**src/rtl/srl_bit_fifo_ctrl.sv**
```systemverilog
// Bit-serial elastic FIFO: a DEPTH-bit shift-register store addressed by occupancy,
// so the oldest accepted bit is always presented at the tap.
module srl_bit_fifo_ctrl #(
   parameter int DEPTH        = 128,
   parameter int AFULL_THRESH = DEPTH - 8
) (
   input  logic                       clk,
   input  logic                       rstn,
   input  logic                       flush,
   input  logic                       s_valid,
   input  logic                       s_data,
   output logic                       s_ready,
   output logic                       m_valid,
   output logic                       m_data,
   input  logic                       m_ready,
   output logic [$clog2(DEPTH):0]     level,
   output logic                       full,
   output logic                       empty,
   output logic                       almost_full
);

   localparam int AW = $clog2(DEPTH);
   localparam int LW = AW + 1;

   logic [DEPTH-1:0] mem;
   logic [LW-1:0]    level_q;
   logic [LW-1:0]    level_m1;
   logic [AW-1:0]    tap;
   logic             push;
   logic             pop;

   // Status flags decode straight from the registered level.
   assign full        = (level_q == LW'(DEPTH));
   assign empty       = (level_q == '0);
   assign almost_full = (level_q >= LW'(AFULL_THRESH));
   assign s_ready     = !full;
   assign m_valid     = !empty;
   assign level       = level_q;

   assign push = s_valid & s_ready;
   assign pop  = m_valid & m_ready;

   // level-1 always fits in AW bits while non-empty; the empty case is masked below.
   assign level_m1 = level_q - LW'(1);
   assign tap      = empty ? '0 : level_m1[AW-1:0];
   assign m_data   = empty ? 1'b0 : mem[tap];

   // Store is deliberately unreset; occupancy alone defines what is valid.
   always_ff @(posedge clk) begin
      if (push)
         mem <= {mem[DEPTH-2:0], s_data};
   end

   always_ff @(posedge clk or negedge rstn) begin
      if (!rstn)
         level_q <= '0;
      else if (flush)
         level_q <= '0;
      else if (push && !pop)
         level_q <= level_q + LW'(1);
      else if (pop && !push)
         level_q <= level_q - LW'(1);
   end

endmodule

```
**config.mk**
```make
export PLATFORM = sky130hd
export DESIGN_NAME = srl_bit_fifo_ctrl
export DESIGN_NICKNAME = d
export VERILOG_FILES = /design/src/rtl/srl_bit_fifo_ctrl.sv
export SDC_FILE = /design/constraint.sdc
export NUM_CORES = 1
export LEC_CHECK = 0
export CELL_PAD_IN_SITES_DETAIL_PLACEMENT = 1
export CELL_PAD_IN_SITES_GLOBAL_PLACEMENT = 1
export CORE_ASPECT_RATIO = 1.2
export CORE_MARGIN = 10
export CORE_UTILIZATION = 30
export DETAILED_ROUTE_END_ITERATION = 6
export PLACE_DENSITY_LB_ADDON = 0.1
export SLEW_MARGIN = 15
export SYNTH_ARGS = -nofsm -noshare
export SYNTH_HDL_FRONTEND = slang
export SYNTH_SLANG_ARGS = --single-unit
```
**constraint.sdc**
```tcl
create_clock -name clk -period 5.1 [get_ports clk]
set_input_delay 1.02 -clock clk [delete_from_list [all_inputs] [get_ports clk]]
set_output_delay 1.02 -clock clk [all_outputs]
set_load 0.01 [all_outputs]
```
[Word level (Yosys, flattened, before mapping)]
Index checks and enable logic that the tools add are counted.
Word-level totals
  bits in registers: 136
  output and inout bits: 14
Cells by class
  bitwise operators: 2
  add/subtract/negate cells: 2
  equality and inequality tests: 1
  reduce and logical (&&, ||, !) cells: 8
  $lt $le $gt $ge: 2
  multiplexer cells: 7
Operators by type and width (number)
  $mux 8: 3
  $add 8x1->8 const B: 1
  $eq 8x8->1 const B: 1
  $ge 8x7->1 const B: 1
  $logic_not 8->1: 1
  $lt 7x8->1 const B: 1
  $sub 8x1->8 const B: 1
  $bmux 1 s7: 1
  $mux 7: 1
  $logic_not 1->1: 4
  $reduce_bool 3->1: 1
  $and 1x1->1: 2
  $logic_and 1x1->1: 2
  $mux 1: 2

[Depth between registers and ports, before layout]
Gate-level depths: netlist of run 1.
  word-level depth: 8
  mapped depth: 12

[Least setup slack after synthesis of run 1]
No wires, ideal clock.
  path type: register to register
  start point: register level_q[0], in the netlist level[0]
  end point: register level_q[2], in the netlist level[2]
  arrival: 5.778 ns
  clock period less this slack: 5.851 ns
  buffers on the path: 2
  path slack: -0.751 ns
  stages on the path, launching flop included: 10
  cells stage by stage: dfrtp_1 > inv_1 > clkbuf_1 > ha_1 > nand4_1 > and2_1 > clkbuf_1 > a31oi_1 > xor2_1 > nor2_1
On the way
  elaborated cells between the ends (all ways): 16
RTL lines
  from (decl): line 26  | logic [LW-1:0] level_q;
  from (signal assigned): line 60  | level_q <= level_q + LW'(1);
  from (signal assigned): line 62  | level_q <= level_q - LW'(1);
  $eq 8x8->1 (*): line 33  | assign full = (level_q == LW'(DEPTH));
  $logic_not 1->1 (*): line 36  | assign s_ready = !full;
  named net s_ready: line 12  | output logic s_ready,
  $and 1x1->1 (*): line 40  | assign push = s_valid & s_ready;
  named net push: line 29  | logic push;
  $logic_and 1x1->1 or $logic_not 1->1 (tied branches): line 59, 61
  $mux 8 or $logic_and 1x1->1 (tied branches): line 59, 61
  $mux 8 or $reduce_bool 3->1 (tied branches)
The timed path passes the listed nets; every way through them passes the cells marked *. The select of a mux whose other input is x is not followed.
A chain may end at the register's enable or synchronous reset.

[Worst setup path after layout of run 1]
  start point: register level_q[1], in the netlist level[1]
  end point: output port m_data
On the way
  cells in the longest elaborated chain, start to end: 5
  elaborated cells between the ends (all ways): 6
Ends and longest elaborated chain
  $sub 8x1->8 or $logic_not 8->1 (tied branches)
  $mux 7: line 45  | assign tap = empty ? '0 : level_m1[AW-1:0];
  $bmux 1 s7: line 46  | assign m_data = empty ? 1'b0 : mem[tap];
  $mux 1 (not written as such): line 46
  $mux 1 (*): line 46
  to (decl): line 14  | output logic m_data,
Every way passes the cells marked *; elsewhere a longest branch is shown, timed or not. The select of a mux whose other input is x is not followed.

==> flow_summary.yaml, run 1 <==
worst_hold_path:
  whs_path_depth: 0
  min_to: "mem[6]"
  hp-start: "mem[5]"
  hold_class: "flip-flop to flip-flop"
timing:
  rsz0062_at_grt: "false"
  fin_crit_ns: 4.81
  skew_ns: 0.00620
  setup_violations: 0
  max_freq_ghz: 0.208
  hold_viol: 0
  tightestPinTransition_ns: 0.901
  slew_viol_final: 0
  fin_ws_ns: 0.289
  finalCritPeriodShare: 0.943
  relSlewSlack: 0.398
  tns_ns: 0
floorplanning:
  ioPinCount: 20
  fp.dieH_microns: 172
  rows: 55
  dieArea_sq_um: 25300
  core-area_sq_um: 18900
  initial_core_util: 0.307
  die_w_microns: 147
pwr:
  switchingPower_mw: 1.74
  switching_share: 0.371
  p_clk_frac: 0.268
  p_seq_frac: 0.301
  p_leak_nw: 2.13
  ir_worst_vdd_mv: 0.284
  intPower_mw: 2.94
  pwr-share-comb: 0.431
  pwr_density_cell_nw_per_um2: 665
synth:
  synth_edf_count: 128
  ys_seq_elements: 136
  synthArstFlopShare: 0.0588
  syn-cell-area_sq_um: 5800
  synthDistinctLibCells: 57
  ys_seq_area_frac: 0.697
  synthFlopType: "edfxtp_1"
  syn_nets: 394
  syn_area_per_cell_sq_um: 15.1
  yosysWarnings: 0
  netlist_instances: 385
grt:
  grt_usage: 0.124
  grt_overflow_total: 0
  use_met2: 0.205
  grt_max_degree: 62
  gr-usage-met3: 0.0327
  antenna_found_initial: 0
  grt.busiest_layer: "met2"
  grt_pass1_wl_microns: 23900
  grt_pass1_vias: 3835
  met1_usage: 0.152
critical_path:
  crit_type: "flip-flop to output pin"
  rrSetupSlack_ns: 2.45
  cp.required_ns: 4.08
  critPathLaunchType: "flip-flop"
  crit_path_end_kind: "output pin"
  cp_max_fo: 8
  r2r_start: "level[1]"
  reg2reg_depth: 8
  arrival_ns: 3.79
  r2r_end: "level[7]"
clocking:
  tritoncts: "yes"
  clkSlewWorstSetupHoldPaths_ns: 0.06
  cts_buffers: 17
  cts_root_buffer: "clkbuf_16"
  clock_latency_ns: 0.42
  cts.sink_count: 136
  htree_levels: 4
  clock_path_buffers: 2
route:
  drt-total-wl_microns: 15000
  antenna_left: 0
  drc: 0
  drt-pass1-iter-count: 4
  vias_per_cell: 5.02
  vias: 3476
  drtIter0Drc: 229
  wl_per_cell_microns: 21.7
layout:
  drive_above_1_share: 0.165
  nets: 433
  fin_util: 0.372
  antenna_cells: 0
  area_delta_synth_final_pct: 21.4
  final_area_sq_um: 7040
placed_design:
  place.gp.congestion: 0.781
  place_area_sq_um: 6390
  dpl_worst_slack_ns: 0.604
  io_buffers: 19
  dpl.hpwl_microns: 9850
run:
  cap_violations: 0
outcome:
  status: "complete, no violations"
==> flip-flops by register name, summed over array words and instances (netlist names) <==
signal / count
level: 8
mem: 128
==> stage by stage <==
step | cells | total power [mW] | hold slack [ns]
6_report | 693 | 4.68 | 0.445
5_1_grt | 693 | 4.97 | 0.456
4_1_cts | 690 | 4.67 | 0.447
3_5_place_dp | 658 | 3.39 | 0.435
3_3_place_gp | 658 | 3.38 | 0.427
2_1_floorplan | 385 | 2.59 | 0.417
==> cells by family after synthesis <==
logic type                 synth area share
adders and majority gates           0.00647
buffers and inverters                0.0224
DFF                                   0.697
and+or+nand+nor                      0.0748
xor gates and xnor gates             0.0224
muxes                                0.0591
AOI/OAI and AO/OA                     0.118
==> synthesized netlist by cell type, types with 7 or more instances <==
| library cell | instances | share of area |
|---|---|---|
| edfxtp_1 | 128 | 0.66 |
| a221oi_1 | 14 | 0.021 |
| mux2i_1 | 23 | 0.040 |
| clkbuf_1 | 10 | 0.0065 |
| o311ai_0 | 11 | 0.017 |
| a211oi_1 | 12 | 0.016 |
| nor3_1 | 7 | 0.0060 |
| nand2_1 | 23 | 0.015 |
| xnor2_1 | 9 | 0.014 |
| a21oi_1 | 10 | 0.0086 |
| or3_1 | 7 | 0.0075 |
| nor2_1 | 24 | 0.016 |
| buf_2 | 8 | 0.0069 |
| dfrtp_1 | 8 | 0.035 |
==> cell type report <==
cell class,count,area [sq um]
clock inverters,12,156
clock buffers,20,437
well taps,256,320
fillers,1918,11900
multi-input cells,221,1660
inverters,4,15.0
repair buffers,44,403
flip-flops and latches,136,4050
==> worst max path at each step <==
stage	startpoint	end	slack, ns	depth (start not counted)
after floorplan	level[0]	m_data	1.22	12
after global placement	level[1]	m_data	0.62	11
after detailed placement	level[1]	m_data	0.60	11
after CTS	level[1]	m_data	0.12	11
after global routing	level[1]	m_data	0.06	11
final	level[1]	m_data	0.29	11
==> worst max-delay path, cell delays in order (launching register included) <==
cell and delay [ns]:
dfrtp_1 0.42, inv_1 0.13, ha_1 0.23, or4b_4 0.54, o21ai_4 0.21, buf_4 0.21, nor3_1 0.07, o31ai_1 0.37
o31ai_1 0.15, a31oi_1 0.24, a32o_1 0.24, clkdlybuf4s50_1 0.56
==> power by group through the flow <==
stage | Sequential (mW) | Clock, mW | Combinational, mW
2_1_floorplan | 1.41 | 0 | 1.19
3_3_place_gp | 1.43 | 0 | 1.96
3_5_place_dp | 1.43 | 0 | 1.96
4_1_cts | 1.41 | 1.29 | 1.97
5_1_grt | 1.42 | 1.34 | 2.21
6_report | 1.41 | 1.25 | 2.02
==> placed cells by master (no fill, tap or decap), drive strengths merged, types with 5 or more instances in the layout <==
cell	count
dfrtp	8
nor2	24
o22ai	5
nor3	9
edfxtp	128
buf	25
and2	6
or3	7
clkinv	8
o21ai	9
clkdlybuf4s50	19
clkbuf	20
a211oi	12
a221oi	14
a21oi	11
mux2i	23
xnor2	9
o311ai	12
nand2	23
xor2	5
==> layer usage <==
metal	part of all wire	wire, microns
met1	0.45	6730
met2	0.50	7520
met3	0.039	590
met4	0.014	211
met5	0	0
==> repair_timing <==
item                                    CTS  global route
resized for setup                         0             5
endpoints found under the setup margin    0             1
hold buffers                              0             0
setup buffers                             0             3
Power figures use the tool's default switching activity.
==> inputs of run 2 (changes only) <==
--- a/config.mk
+++ b/config.mk
@@ -5,12 +5,13 @@
 export SDC_FILE = /design/constraint.sdc
 export NUM_CORES = 1
 export LEC_CHECK = 0
+export CAP_MARGIN = 20
 export CELL_PAD_IN_SITES_DETAIL_PLACEMENT = 1
 export CELL_PAD_IN_SITES_GLOBAL_PLACEMENT = 1
-export CORE_ASPECT_RATIO = 1.2
 export CORE_MARGIN = 10
 export CORE_UTILIZATION = 30
 export DETAILED_ROUTE_END_ITERATION = 6
+export DONT_BUFFER_PORTS = 1
 export PLACE_DENSITY_LB_ADDON = 0.1
 export SLEW_MARGIN = 15
 export SYNTH_ARGS = -nofsm -noshare
==> run 2 against run 1 <==
- hold slack got worse by 0.16 ns
- critical path depth fell by 1
- wire length fell by 3.9%
- worst setup slack improved by 0.081 ns
- non-clock buffer count fell by 32
- largest cell class unchanged
- largest power group unchanged
==> flow_summary.yaml, run 2 (synthesis gave the netlist of run 1 again) <==
layout:
  layout_commonest_cell: "edfxtp_1"
  num-fill-cells: 1992
  area_delta_synth_final_pct: 15.0
  nets: 401
  seq_area_sq_um: 4050
  fin_util: 0.353
  largest_register_ffs: 128
  drive_above_1_share: 0.141
  antenna_cells: 0
  multi_input_area_sq_um: 1630
  most-common-layout-cells: "edfxtp_1 (128), nor2_1 (24), nand2_1 (23), mux2i_1 (23), clkbuf_16 (17)"
  regMostFlops: "mem"
pwr:
  pwr_density_cell_nw_per_um2: 647
  switching_share: 0.382
  p_clk_frac: 0.279
  p_seq_frac: 0.328
  ir_worst_vdd_mv: 0.264
  pwr-share-comb: 0.393
  p_leak_nw: 1.97
  switchingPower_mw: 1.65
  intPower_mw: 2.67
critical_path:
  crit_chain: "inv_1 -> buf_4 -> ha_1 -> xnor2_1 -> a21oi_2 -> a221oi_1 -> o32ai_1 -> mux2i_1 -> a2111oi_2 -> a32o_1"
  crit_type: "flip-flop to output pin"
  cpPeakStageDelay_ns: 0.69
  critPathLaunchType: "flip-flop"
  arrival_ns: 3.71
  cp.required_ns: 4.08
  crit_path_end_kind: "output pin"
  slowest_stage: "a21oi_2"
  cp_max_fo: 23
route:
  vias: 3403
  vias_per_cell: 5.12
  drt-total-wl_microns: 14500
  wl_per_cell_microns: 21.7
  drc: 0
  antenna_left: 0
  drtIter0Drc: 230
  drt-pass1-iter-count: 4
grt:
  grt_pass1_wl_microns: 22700
  antenna_found_initial: 0
  grt_usage: 0.116
  grt_max_degree: 58
  grt_overflow_total: 0
  grt_pass1_vias: 3591
timing:
  max_freq_ghz: 0.211
  fin_ws_ns: 0.370
  finalCritPeriodShare: 0.927
  fin_crit_ns: 4.73
  skew_ns: 0.0117
  slew_viol_final: 0
  relSlewSlack: 0.391
  holdWs_ns: 0.287
  hold_viol: 0
  setup_violations: 0
  rsz0062_at_grt: "false"
  tns_ns: 0
  tightestPinTransition_ns: 0.913
clocking:
  cts.sink_count: 136
  clkSlewWorstSetupHoldPaths_ns: 0.06
  cts_hold_buf: 0
  cts_resized: 0
  clock_latency_ns: 0.42
  cts_root_buffer: "clkbuf_16"
  tritoncts: "yes"
  clock_path_buffers: 2
  cts_buffers: 17
  htree_levels: 4
  cts_setup_buffers: 0
placed_design:
  dpl_worst_slack_ns: 0.762
  io_buffers: 0
  dpl.hpwl_microns: 9000
  place.gp.congestion: 0.718
worst_hold_path:
  hold_class: "input pin to async pin"
run:
  cap_violations: 0
floorplanning:
  initial_core_util: 0.307
  ioPinCount: 20
  dieArea_sq_um: 25300
  die_w_microns: 159
  core-area_sq_um: 18900
  fp.dieH_microns: 159
  rows: 50
outcome:
  status: "complete, no violations"
run 2: changes by cell type in the layout (fill, tap and decap cells not counted), moves of 2 or more:
cell	previous run	this run
clkdlybuf4s50_1	19	0
buf_4	23	12
clkbuf_1	3	8
clkinv_1	6	1
clkbuf_8	0	3
buf_12	2	0
bufinv_16	4	2
run 2: through the flow:
stage	std cells	cell area, sq um	power, mW
5_1_grt	665	6670	4.61
4_1_cts	665	6670	4.38
2_1_floorplan	385	5800	2.59
3_5_place_dp	633	6100	3.16
3_3_place_gp	633	6100	3.17
6_report	665	6670	4.31
run 2: worst paths after layout:
check,slack [ns],end,cells past startpoint,from
worst min-delay path,0.29,level[7],0,rstn
min in group clk,0.45,mem[122],0,mem[121]
worst max register to register,2.35,mem[92],5,level[1]
worst min register to register,0.45,mem[122],0,mem[121]
max in group asynchronous,4.73,level[0],0,rstn
worst max-delay path,0.37,m_data,10,level[0]
run 2: power by group through the flow:
stage,Sequential [mW],Combinational (mW),Clock (mW)
6_report,1.42,1.70,1.20
3_3_place_gp,1.44,1.73,0
5_1_grt,1.43,1.89,1.29
4_1_cts,1.42,1.74,1.23
2_1_floorplan,1.41,1.19,0
3_5_place_dp,1.44,1.72,0
run 2: area by class of cell:
type / instances / area share
clock inverter: 4 / 0.0105
multi-input combinational: 221 / 0.244
tap: 260 / 0.0488
clock buffer: 28 / 0.0745
timing repair buffer: 12 / 0.0135
inverter: 4 / 0.00225
sequential: 136 / 0.606
run 2: critical path: cells and delay by family (launching register included):
family / cells / cell delay [ns]
adders and majority gates: 1 / 0.34
muxes: 1 / 0.15
DFF: 1 / 0.41
xor gates and xnor gates: 1 / 0.13
buffers and inverters: 2 / 0.41
AOI/OAI and AO/OA: 5 / 1.83
run 2: routing by layer:
| layer | vias to the layer above | track usage | wire, microns |
|---|---|---|---|
| li1 | 1556 | - | - |
| met1 | 1784 | 0.157 | 7100 |
| met2 | 44 | 0.176 | 6780 |
| met3 | 19 | 0.0263 | 372 |
| met4 | 0 | 0.0463 | 207 |
| met5 | - | 0 | 0 |
==> inputs of run 3 (changes only) <==
--- a/config.mk
+++ b/config.mk
@@ -12,8 +12,10 @@
 export CORE_UTILIZATION = 30
 export DETAILED_ROUTE_END_ITERATION = 6
 export DONT_BUFFER_PORTS = 1
+export HOLD_SLACK_MARGIN = 0.02
 export PLACE_DENSITY_LB_ADDON = 0.1
 export SLEW_MARGIN = 15
 export SYNTH_ARGS = -nofsm -noshare
 export SYNTH_HDL_FRONTEND = slang
 export SYNTH_SLANG_ARGS = --single-unit
+export TNS_END_PERCENT = 5
==> results of run 3 <==
Final layout, timing and power as in run 2 (identical DEF).
